`src/rtl/ble_rx_queue_if.sv`:
```
// RX-byte-in / RAM-write-out bundle for ble_rx_queue; master drives the i_* side, slave is the queue.
`timescale 1ns/1ps
interface ble_rx_queue_if #(
   parameter int DEPTH = 16,
   parameter int BITS  = 8
);
   logic [BITS-1:0]          i_rx_dat;
   logic                     i_rx_done;
   logic                     i_cpu_cyc;
   logic                     o_wr_cyc;
   logic [31:0]              o_wr_adr;
   logic [31:0]              o_wr_dat;
   logic [3:0]               o_wr_sel;
   logic                     i_wr_ack;
   logic [$clog2(DEPTH):0]   o_count;
   logic                     o_overflow;
   logic                     i_ovf_clr;

   modport master (
      output i_rx_dat, i_rx_done, i_cpu_cyc, i_wr_ack, i_ovf_clr,
      input  o_wr_cyc, o_wr_adr, o_wr_dat, o_wr_sel, o_count, o_overflow
   );

   modport slave (
      input  i_rx_dat, i_rx_done, i_cpu_cyc, i_wr_ack, i_ovf_clr,
      output o_wr_cyc, o_wr_adr, o_wr_dat, o_wr_sel, o_count, o_overflow
   );
endinterface

```
`src/rtl/ble_rx_queue.sv`:
```
// Byte FIFO draining into a circular 32-bit RAM window; write cycle starts 1 cycle after a byte lands.
// Waits for an idle CPU bus before writing; bytes arriving while full are dropped and flagged sticky.
`timescale 1ns/1ps
module ble_rx_queue #(
   parameter int          DEPTH  = 16,
   parameter int          BITS   = 8,
   parameter logic [31:0] ADR_LL = 32'h00C0_0000,
   parameter logic [31:0] ADR_UL = 32'h00C1_0000
) (
   input  logic          i_wb_clk,
   input  logic          i_wb_rst_n,
   ble_rx_queue_if.slave bus
);
   localparam int AW = $clog2(DEPTH);

   typedef enum logic {IDLE = 1'b0, WRITE = 1'b1} state_t;

   logic [BITS-1:0] mem_q [DEPTH];
   logic [AW-1:0]   wptr_q, rptr_q;
   logic [AW:0]     count_q, count_d;
   logic            ovf_q, ovf_d;
   state_t          state_q, state_d;
   logic            cyc_q, cyc_d;
   logic [31:0]     adr_q, adr_d;
   logic [31:0]     dat_q, dat_d;
   logic [3:0]      sel_q, sel_d;
   logic [31:0]     adr_inc;
   logic            full, push, pop, drop;

   // A pop in the same cycle frees a slot, so a push into a full FIFO still lands.
   assign full    = (count_q == (AW+1)'(DEPTH));
   assign pop     = (state_q == WRITE) && bus.i_wr_ack;
   assign push    = bus.i_rx_done && (!full || pop);
   assign drop    = bus.i_rx_done && full && !pop;
   assign adr_inc = adr_q + 32'd4;

   assign count_d = count_q + {{AW{1'b0}}, push} - {{AW{1'b0}}, pop};
   assign ovf_d   = drop ? 1'b1 : (bus.i_ovf_clr ? 1'b0 : ovf_q);

   always_ff @(posedge i_wb_clk) begin
      if (push) begin
         mem_q[wptr_q] <= bus.i_rx_dat;
      end
   end

   always_comb begin
      state_d = state_q;
      cyc_d   = cyc_q;
      adr_d   = adr_q;
      dat_d   = dat_q;
      sel_d   = sel_q;
      case (state_q)
         IDLE: begin
            if ((count_q != '0) && !bus.i_cpu_cyc) begin
               state_d = WRITE;
               cyc_d   = 1'b1;
               sel_d   = 4'hF;
               dat_d   = 32'(mem_q[rptr_q]);
            end
         end
         WRITE: begin
            // CPU cyc is not sampled here: the mux stays on the queue until ack.
            if (bus.i_wr_ack) begin
               state_d = IDLE;
               cyc_d   = 1'b0;
               sel_d   = 4'h0;
               adr_d   = (adr_inc == ADR_UL) ? ADR_LL : adr_inc;
            end
         end
         default: state_d = IDLE;
      endcase
   end

   always_ff @(posedge i_wb_clk or negedge i_wb_rst_n) begin
      if (!i_wb_rst_n) begin
         state_q <= IDLE;
         wptr_q  <= '0;
         rptr_q  <= '0;
         count_q <= '0;
         ovf_q   <= 1'b0;
         cyc_q   <= 1'b0;
         adr_q   <= ADR_LL;
         dat_q   <= '0;
         sel_q   <= 4'h0;
      end else begin
         state_q <= state_d;
         count_q <= count_d;
         ovf_q   <= ovf_d;
         cyc_q   <= cyc_d;
         adr_q   <= adr_d;
         dat_q   <= dat_d;
         sel_q   <= sel_d;
         if (push) wptr_q <= wptr_q + AW'(1);
         if (pop)  rptr_q <= rptr_q + AW'(1);
      end
   end

   assign bus.o_wr_cyc   = cyc_q;
   assign bus.o_wr_adr   = adr_q;
   assign bus.o_wr_dat   = dat_q;
   assign bus.o_wr_sel   = sel_q;
   assign bus.o_count    = count_q;
   assign bus.o_overflow = ovf_q;
endmodule
```
`src/flat_wrapper.sv`:
```
// flat-port wrapper written by rule: the top's interface ports become plain ports
module ble_rx_queue_flat 
#(
   parameter int          DEPTH  = 16,
   parameter int          BITS   = 8,
   parameter logic [31:0] ADR_LL = 32'h00C0_0000,
   parameter logic [31:0] ADR_UL = 32'h00C1_0000
)
  (i_wb_clk, i_wb_rst_n, bus_i_rx_dat, bus_i_rx_done, bus_i_cpu_cyc, bus_i_wr_ack, bus_i_ovf_clr, bus_o_wr_cyc, bus_o_wr_adr, bus_o_wr_dat, bus_o_wr_sel, bus_o_count, bus_o_overflow);
  ble_rx_queue_if #(.DEPTH(DEPTH), .BITS(BITS)) bus_i ();
  input  logic i_wb_clk;
  input  logic i_wb_rst_n;
  input wire logic [$bits(bus_i.i_rx_dat)-1:0] bus_i_rx_dat;
  input wire logic [$bits(bus_i.i_rx_done)-1:0] bus_i_rx_done;
  input wire logic [$bits(bus_i.i_cpu_cyc)-1:0] bus_i_cpu_cyc;
  input wire logic [$bits(bus_i.i_wr_ack)-1:0] bus_i_wr_ack;
  input wire logic [$bits(bus_i.i_ovf_clr)-1:0] bus_i_ovf_clr;
  output wire logic [$bits(bus_i.o_wr_cyc)-1:0] bus_o_wr_cyc;
  output wire logic [$bits(bus_i.o_wr_adr)-1:0] bus_o_wr_adr;
  output wire logic [$bits(bus_i.o_wr_dat)-1:0] bus_o_wr_dat;
  output wire logic [$bits(bus_i.o_wr_sel)-1:0] bus_o_wr_sel;
  output wire logic [$bits(bus_i.o_count)-1:0] bus_o_count;
  output wire logic [$bits(bus_i.o_overflow)-1:0] bus_o_overflow;
  assign bus_i.i_rx_dat = bus_i_rx_dat;
  assign bus_i.i_rx_done = bus_i_rx_done;
  assign bus_i.i_cpu_cyc = bus_i_cpu_cyc;
  assign bus_i.i_wr_ack = bus_i_wr_ack;
  assign bus_i.i_ovf_clr = bus_i_ovf_clr;
  assign bus_o_wr_cyc = bus_i.o_wr_cyc;
  assign bus_o_wr_adr = bus_i.o_wr_adr;
  assign bus_o_wr_dat = bus_i.o_wr_dat;
  assign bus_o_wr_sel = bus_i.o_wr_sel;
  assign bus_o_count = bus_i.o_count;
  assign bus_o_overflow = bus_i.o_overflow;
  ble_rx_queue #(.DEPTH(DEPTH), .BITS(BITS), .ADR_LL(ADR_LL), .ADR_UL(ADR_UL)) u_core (.i_wb_clk(i_wb_clk), .i_wb_rst_n(i_wb_rst_n), .bus(bus_i));
endmodule
```
`config.mk`:
```
export PLATFORM = sky130hd
export DESIGN_NAME = ble_rx_queue_flat
export DESIGN_NICKNAME = d
export VERILOG_FILES = /design/src/rtl/ble_rx_queue_if.sv /design/src/rtl/ble_rx_queue.sv /design/src/flat_wrapper.sv
export SDC_FILE = /design/constraint.sdc
export NUM_CORES = 1
export LEC_CHECK = 0
export BUFFER_PORTS_ARGS = -buffer_cell sky130_fd_sc_hd__clkbuf_2
export CAP_MARGIN = 10
export CORE_UTILIZATION = 35
export DETAILED_ROUTE_END_ITERATION = 7
export PLACE_DENSITY_LB_ADDON = 0.25
export RECOVER_POWER = 25
export SLEW_MARGIN = 30
export SYNTH_ARGS = -nofsm -noshare
export SYNTH_HDL_FRONTEND = slang
export SYNTH_SLANG_ARGS = --single-unit
export TNS_END_PERCENT = 100
```
`constraint.sdc`:
```
create_clock -name i_wb_clk -period 8.1 [get_ports i_wb_clk]
set_input_delay 1.62 -clock i_wb_clk [delete_from_list [all_inputs] [get_ports i_wb_clk]]
set_output_delay 1.62 -clock i_wb_clk [all_outputs]
set_load 0.02 [all_outputs]
```
======== After elaboration in Yosys (flattened, before gate mapping) ========
Memories as Yosys holds them, arrays and structs flattened. A register that Yosys moved wholly into a read port is not among the register bits.
Cells that the tools add are included.
word-level totals
  register bits ........................... 52
  memory bits (writable) .................. 128
  memories kept ........................... 1
memory list
  name          depth  bits a word  read ports  clocked after Yosys merged registers in  wr ports  RTL line            text
  u_core.mem_q  16     8            1           1                                        1         ble_rx_queue.sv:18  logic [BITS-1:0] mem_q [DEPTH];
operators by class
  add/subtract/negate cells ............... 5
  equality and inequality tests ........... 4
  mux-type cells .......................... 14
  bitwise operators ....................... 1
  reduce and logical (&&, ||, !) cells .... 15
operator list
  kind                                                                      number
  32-bit by 3-bit adder with 32-bit output (second input constant)          1
  32-bit by 24-bit equality test with 1-bit output (second input constant)  1
  32-bit 2-to-1 mux                                                         1
  4-bit by 1-bit adder with 4-bit output (second input constant)            2
  1-bit 2-to-1 mux                                                          8
  4-bit 2-to-1 mux                                                          2
  4-bit one-hot mux with 2 select lines                                     1
  2-bit AND reduction                                                       3
  5-bit by 1-bit adder with 5-bit output                                    1
  5-bit equality test (second input constant)                               1
  1-bit logical AND                                                         5
  5-bit nonzero test                                                        1
  5-bit by 1-bit subtractor with 5-bit output                               1
  1-bit zero test                                                           4
  1-bit one-hot mux with 2 select lines                                     2
  2-bit by 1-bit != test with 1-bit output (second input constant)          1
  2-bit != test (second input constant)                                     1
  2-bit nonzero test                                                        1
  1-bit logical OR                                                          1
  1-bit inverter                                                            1

======== Logic depth before layout (Yosys ltp) ========
Gate-level depths: netlist of the first run.
  depth after elaboration ................. 6
  gate-level depth with buffers ........... 12

======== Least setup slack after synthesis of the first run ========
Ideal clock, no wire load.
  path type ............................... input to register
  from .................................... input bus_i_wr_ack
  to ...................................... register u_core.count_q[4], in the netlist u_core.bus.o_count[4]
  arrival ................................. 3.277 ns
  required time ........................... 7.977 ns
  path slack .............................. 4.700 ns
  stages .................................. 10
  path buffers ............................ 0
  cell sequence ........................... nand2_1 clkinv_1 ha_1 inv_1 ha_1 fa_1 a21oi_1 nor2_1 nor2_1 xnor2_1
on the way
  cells in the longest elaborated chain, start to end .. 5
ends and longest elaborated chain
  element                                        RTL line            text
  start: declaration                             flat_wrapper.sv:16  input wire logic [$bits(bus_i.i_wr_ack)-1:0] bus_i_wr_ack;
  1-bit logical AND *                            ble_rx_queue.sv:32  assign pop = (state_q == WRITE) && bus.i_wr_ack;
  1-bit logical OR                               ble_rx_queue.sv:33  assign push = bus.i_rx_done && (!full || pop);
  1-bit logical AND                              ble_rx_queue.sv:33
  5-bit by 1-bit adder with 5-bit output         ble_rx_queue.sv:37  assign count_d = count_q + {{AW{1'b0}}, push} - {{AW{1'b0}}, pop};
  5-bit by 1-bit subtractor with 5-bit output *  ble_rx_queue.sv:37
  via u_core.count_d[4]                          ble_rx_queue.sv:20  logic [AW:0] count_q, count_d;
  end signal: assignment                         ble_rx_queue.sv:87  count_q <= count_d;
  end: declaration                               ble_rx_queue.sv:20
The timed path passes the listed nets; every way through them passes the cells marked *.
A chain may end at the register's enable or synchronous reset.

======== Final worst setup path of the first run ========
Ends and elaborated chain as after synthesis.

==> flow_metrics.py, run 1 <==
metrics = {
    "timing": {
        "slew_violations": 0,
        "fin_skew_ns": 0.0197,
        "rsz0062_at_grt": "no",
        "hold_viol_final": 0,
        "tns_ns": 0,
        "max_freq_ghz": 0.264,
        "max-slew-margin-rel_pct": 45.2,
        "worst_hold_slack_ns": 0.527,
        "tightestPinTransition_ns": 0.822,
        "finalSetupViolCount": 0,
        "finalCritPeriodShare_pct": 46.7,
        "period_needed_ns": 3.79,
    },
    "global_route": {
        "overflow": 0,
        "grt_max_degree": 55,
        "grt_pass1_vias": 4587,
        "grt_util_all_layers_pct": 15.2,
        "antenna_found_initial": 0,
        "grt_pass1_wl_um": 26800,
    },
    "final_layout": {
        "layout.nets": 609,
        "fill_cells": 2058,
        "final_common_cell": "edfxtp_1",
        "layout.cells.non_filler": 908,
        "drive_above_1_share_pct": 25.9,
        "final_core_util_pct": 40.7,
        "mostFrequentLayoutCells": "edfxtp_1, clkbuf_2, dfrtp_1, mux4_2, nand2_1",
        "synthToLayoutAreaGrowth_pct": 13.4,
        "diodes": 0,
    },
    "logic_synthesis": {
        "synth_cell_types": 54,
        "synth-warning-count": 0,
        "ys_seq_area_share_pct": 63.6,
        "synth-async-reset-ratio_pct": 29.7,
        "avgSynthCellArea_um2": 15.5,
        "syn_area_um2": 8180,
        "synthFlopType": "edfxtp_1",
        "ys_seq_elements": 182,
        "syn_inst": 529,
        "synth_edf_count": 128,
    },
    "floorplan": {
        "die_area_um2": 24000,
        "io_pins": 89,
        "die_y_um": 155,
        "start_util_pct": 35.9,
        "die-width_um": 155,
        "core_um2": 22800,
        "rows": 55,
    },
    "clock_network": {
        "clockBufferDepth": 2,
        "cts_resized": 0,
        "clk_latency_ns": 0.44,
        "path_clk_slew_ns": 0.07,
        "postCtsSetupBuffers": 0,
        "cts.sinks": 182,
        "htree_levels": 4,
        "cts_tree": "built",
        "numCtsBuffers": 17,
        "cts-root-buf": "clkbuf_16",
        "hold_buffers": 0,
    },
    "route": {
        "drtPass1Iterations": 4,
        "routed_wl_um": 17100,
        "initialDrtViolationCount": 298,
        "avgViaCountPerCell": 5.03,
        "vias": 4571,
        "drtAntennaViolNets": 0,
        "wire_per_inst_um": 18.8,
        "drc_errors": 0,
    },
    "placed_design": {
        "portBuffers": 62,
        "gp_congestion": 0.843,
        "place_inst": 876,
        "hpwl_um": 11700,
    },
    "job": {
        "max-cap-violations": 0,
    },
    "run_status": {
        "outcome": "completed",
    },
    "pwr": {
        "power.total_w": 0.00295,
        "irDropWorstVdd_uv": 150,
        "power.leakage_nw": 3.39,
        "power_density_nw_per_um2": 318,
    },
    "critical_path": {
        "cp-end-kind": "flip-flop",
        "crit_type": "in2reg",
        "cp-start-kind": "input pin",
        "crit_required_ns": 8.45,
        "rr_worst_depth": 9,
        "path_max_fanout": 16,
        "worstPathArrival_ns": 4.14,
    },
    "min_path": {
        "whs_path_depth": 1,
        "hp-class": "reg2reg",
    },
}
[cells in the mapped netlist (all sizes together), types with 2 or more instances]
cell,instances,area share [%]
nor3,13,0.86
xor2,10,1.1
a21o,3,0.28
nand3,17,1.3
ha,12,1.8
o21ai,6,0.37
and3,10,0.76
nor4,8,0.76
o2111ai,2,0.21
nand2,33,1.5
a31oi,3,0.31
nand4,16,1.3
buf,43,3.8
clkinv,2,0.092
xnor2,32,3.4
o21a,2,0.18
and4,5,0.57
a21oi,7,0.43
dfrtp,52,16
clkbuf,13,0.67
and2,17,1.3
nor2,12,0.55
mux2,9,1.2
a211o,2,0.21
edfxtp,128,47
o31ai,3,0.28
nor3b,3,0.28
dfstp,2,0.64
inv,13,0.60
mux4,40,11
[per-stage QoR]
step / cell area [µm²] / setup slack (ns)
floorplan: 8270 / 4.70
global placement: 8630 / 3.90
detailed placement: 8630 / 3.87
CTS: 9290 / 4.30
global route: 9280 / 4.07
finish: 9280 / 4.31
[flip-flops by register name (all words and copies together) (netlist names)]
register and flops:
u_core.bus.o_count 5, u_core.bus.o_overflow 1, u_core.bus.o_wr_adr 30, u_core.bus.o_wr_dat 8, u_core.bus.o_wr_sel 1, u_core.mem_q 128, u_core.rptr_q 4, u_core.state_q 1
u_core.wptr_q 4
[worst max-delay path, stage by stage]
cell	delay, ns
clkbuf_2	0.09
nand2_1	0.48
clkinv_1	0.47
ha_1	0.41
inv_1	0.04
ha_1	0.21
fa_1	0.40
a21oi_1	0.14
nor2_1	0.05
nor2_1	0.11
xnor2_1	0.12
[path summary, 6_finish.rpt]
kind                                        start                      end  slack [ns]
max                                  bus_i_wr_ack    u_core.bus.o_count[4]        4.31
min in group asynchronous              i_wb_rst_n  u_core.bus.o_wr_adr[18]        1.32
max reg2reg                u_core.bus.o_wr_adr[2]   u_core.bus.o_wr_adr[2]        4.95
min                        u_core.bus.o_wr_dat[2]   u_core.bus.o_wr_dat[2]        0.53
max in group asynchronous              i_wb_rst_n         u_core.rptr_q[0]        6.28
min reg2reg                u_core.bus.o_wr_dat[2]   u_core.bus.o_wr_dat[2]        0.53
[cell families (layout without fill, tap and decap cells)]
family / Yosys count / in the layout / share of synthesized area, %
flops: 182 / 182 / 63.6
mux: 50 / 50 / 12.4
compound gates: 31 / 31 / 2.54
fa+ha+maj: 13 / 13 / 2.08
other cells: 1 / 26 / 0.0459
simple gates: 139 / 139 / 9.75
buf+inv: 71 / 112 / 5.16
xor+xnor: 42 / 42 / 4.50
[area by class of cell]
cell class	instances	area, µm²	area share [%]
tap	313	392	4.22
sequential	182	5200	56.0
clock inverter	15	229	2.47
clock buffer	17	425	4.59
multi-input combinational	301	2650	28.6
inverter	15	56.3	0.607
timing repair buffer	65	324	3.49
[where the power goes]
group / leakage [nW] / switching [W] / internal [W]
clock: 0.317 / 0.000447 / 0.000445
combinational: 1.23 / 0.000432 / 0.000368
sequential: 1.84 / 0.000125 / 0.00114
total: 3.39 / 0.00100 / 0.00195
[metal layers]
| metal | up-vias | GRT usage [%] | share of wire, % |
|---|---|---|---|
| li1 | 2053 | - | - |
| met1 | 2373 | 19.5 | 44 |
| met2 | 132 | 26.1 | 51 |
| met3 | 13 | 3.06 | 4.1 |
| met4 | 0 | 4.05 | 0.90 |
| met5 | - | 0 | 0 |
No activity file was read; power rests on OpenSTA's default activity.
==> inputs of run 2 (changes only) <==
- ABC_AREA: not set -> 1
- clock period: 8.1 -> 3.6 ns (I/O delays scaled with it)
==> run 2 against run 1 <==
The flow now finishes with violations (capacitance limit, slew limit); largest cell class unchanged; cell area increased by 2.6%; sequential power increased by 120%; worst setup slack got worse by 3.2 ns; synthesized cell count increased by 52%; largest power group unchanged; wire length increased by 17%; clock-buffer cell count unchanged; critical endpoint is now u_core.mem_q[6][2]; flip-flop and latch count unchanged; total power increased by 140%.
==> flow_metrics.py, run 2 <==
metrics = {
    "pwr": {
        "p_switching_w": 0.00277,
        "netSwitchingFraction_pct": 39.8,
        "power_density_nw_per_um2": 731,
        "cell_internal_pwr_w": 0.00419,
        "p_comb_share_pct": 32.1,
        "power.leakage_nw": 3.60,
        "power.total_w": 0.00696,
        "seqPwrFrac_pct": 40.1,
        "p_clk_share_pct": 27.7,
        "irDropWorstVdd_uv": 381,
    },
    "route": {
        "routed_wl_um": 20000,
        "avgViaCountPerCell": 4.87,
        "drc_errors": 0,
        "vias": 5796,
        "wire_per_inst_um": 16.8,
        "drtAntennaViolNets": 0,
        "initialDrtViolationCount": 465,
        "drtPass1Iterations": 5,
    },
    "critical_path": {
        "r2r_start": "u_core.bus.o_count[3]",
        "crit_required_ns": 3.67,
        "crit_type": "reg2reg",
        "path_max_fanout": 9,
        "cp-start-kind": "flip-flop",
        "cp-end-kind": "flip-flop",
        "r2r_setup_slack_ns": 1.15,
        "rr_worst_depth": 7,
        "r2r_end": "u_core.mem_q[6][2]",
        "worstPathArrival_ns": 2.52,
    },
    "final_layout": {
        "synthToLayoutAreaGrowth_pct": 13.5,
        "mostFrequentLayoutCells": "nand2_1, nor2_1, edfxtp_1, o21ai_0, clkbuf_2",
        "final_core_util_pct": 40.6,
        "diodes": 0,
        "drive_above_1_share_pct": 14.8,
        "final_area_um2": 9520,
        "layout.nets": 886,
        "regMostFlops": "u_core.mem_q",
        "largest_register_ffs": 128,
        "final_common_cell": "nand2_1",
    },
    "timing": {
        "tightestPinTransition_ns": 1.67,
        "finalCritPeriodShare_pct": 68.1,
        "tns_ns": 0,
        "worst_hold_slack_ns": 0.471,
        "max-slew-margin-rel_pct": -11.3,
        "period_needed_ns": 2.45,
        "hold_viol_final": 0,
        "rsz0062_at_grt": "no",
        "max_freq_ghz": 0.408,
        "slew_violations": 30,
        "finalSetupViolCount": 0,
        "fin_skew_ns": 0.0133,
    },
    "min_path": {
        "holdCritStartpoint": "bus_i_ovf_clr",
        "whs_path_depth": 2,
        "hp-class": "in2reg",
        "worstHoldEndpoint": "u_core.bus.o_overflow",
    },
    "floorplan": {
        "io_pins": 89,
        "start_util_pct": 35.7,
        "die_area_um2": 24600,
        "core_um2": 23500,
        "die_y_um": 157,
        "rows": 56,
        "die-width_um": 157,
    },
    "clock_network": {
        "cts_tree": "built",
        "hold_buffers": 0,
        "numCtsBuffers": 17,
        "cts.sinks": 182,
        "postCtsSetupBuffers": 0,
        "clk_latency_ns": 0.44,
        "clockBufferDepth": 2,
        "cts-root-buf": "clkbuf_16",
        "cts_resized": 0,
        "htree_levels": 4,
        "path_clk_slew_ns": 0.08,
    },
    "run_status": {
        "outcome": "complete, but fails checks",
        "violations": "capacitance limit, slew limit",
    },
    "placed_design": {
        "hpwl_um": 13400,
        "gp_congestion": 0.857,
        "portBuffers": 62,
        "post_dp_cell_area_um2": 8910,
    },
    "global_route": {
        "grt_util_all_layers_pct": 16.9,
        "grt_pass1_wl_um": 30700,
        "grt_max_degree": 67,
        "antenna_found_initial": 0,
        "overflow": 0,
        "grt_pass1_vias": 5305,
    },
    "logic_synthesis": {
        "yosys.area.top_type_share_pct": 45.8,
        "synth_cell_types": 34,
        "synth.most_common_cell": "nand2_1",
        "ys_seq_elements": 182,
        "ys_seq_area_share_pct": 61.9,
        "synth_edf_count": 128,
        "synthFlopType": "edfxtp_1",
        "synthTopCellsByCount": "nand2_1, nor2_1, edfxtp_1",
        "synth-async-reset-ratio_pct": 29.7,
        "synthTopCellsByArea": "edfxtp_1, dfrtp_1, nand2_1",
        "avgSynthCellArea_um2": 10.4,
        "syn_area_um2": 8390,
        "syn_inst": 805,
        "yosysTopAreaCell": "edfxtp_1",
        "synth-warning-count": 0,
    },
    "job": {
        "max-cap-violations": 1,
    },
}
-- run 2: changes by cell type after synthesis, moves of 11 or more --
cell,before,now
nor2_1,12,130
nand2_1,33,138
o21ai_0,6,89
mux4_2,40,0
inv_1,13,45
xnor2_1,32,3
o221ai_1,0,20
clkbuf_1,10,28
and2_1,16,0
o211ai_1,0,12
xor2_1,10,22
nor3_1,12,1
o22ai_1,1,12
-- run 2: kinds of logic after synthesis --
family	Yosys count	share of synthesized area (%)
fa+ha+maj	13	2.03
simple gates	330	16.9
flops	182	61.9
other cells	1	0.0447
compound gates	144	10.1
buf+inv	110	6.37
xor+xnor	25	2.61
-- run 2: metal layers --
layer  share of wire (%)  GRT usage (%)  up-vias
met5                   0              0        -
met4                 1.2           5.28        0
met3                 5.4           3.35       16
met2                  47           26.8      196
met1                  47           23.1     2759
li1                    -              -     2825
-- run 2: worst max-delay path by stage --
stage	start	to	slack, ns	cells after the start
detailed placement	bus_i_wr_ack	u_core.mem_q[6][2]	0.90	7
global route	u_core.bus.o_count[2]	u_core.mem_q[6][0]	0.91	7
floorplan	bus_i_wr_ack	u_core.bus.o_count[4]	1.06	11
CTS	u_core.bus.o_count[3]	u_core.mem_q[6][0]	1.13	7
global placement	bus_i_wr_ack	u_core.mem_q[14][1]	1.02	7
finish	u_core.bus.o_count[3]	u_core.mem_q[6][2]	1.15	7
-- run 2: power groups by stage --
stage | Combinational, W | Sequential, W | Clock (W)
floorplan | 0.00142 | 0.00293 | 0
global placement | 0.00224 | 0.00283 | 0
detailed placement | 0.00225 | 0.00284 | 0
CTS | 0.00226 | 0.00279 | 0.00196
global route | 0.00249 | 0.00283 | 0.00205
finish | 0.00224 | 0.00279 | 0.00193
-- run 2: area by class of cell --
class	instances	area (µm²)
Clock buffer	17	425
Sequential cell	182	5200
Tap cell	319	399
Inverter	49	184
Fill cell	2257	14000
Clock inverter	15	193
Multi-Input combinational cell	538	2750
Timing Repair Buffer	71	368
-- run 2: per-stage QoR --
step / std cells / worst slack (ns)
2_1_floorplan: 830 / 1.06
3_3_place_gp: 1159 / 1.02
3_5_place_dp: 1159 / 0.896
4_1_cts: 1191 / 1.13
5_1_grt: 1191 / 0.909
6_report: 1191 / 1.15
-- run 2: critical path, stage by stage, from the launching register on --
cell,delay (ns)
dfrtp_1,0.38
inv_1,0.07
ha_1,0.19
nand3_1,0.08
nor3_1,0.06
nor2_2,0.32
nand2_1,0.25
nor2_1,0.71
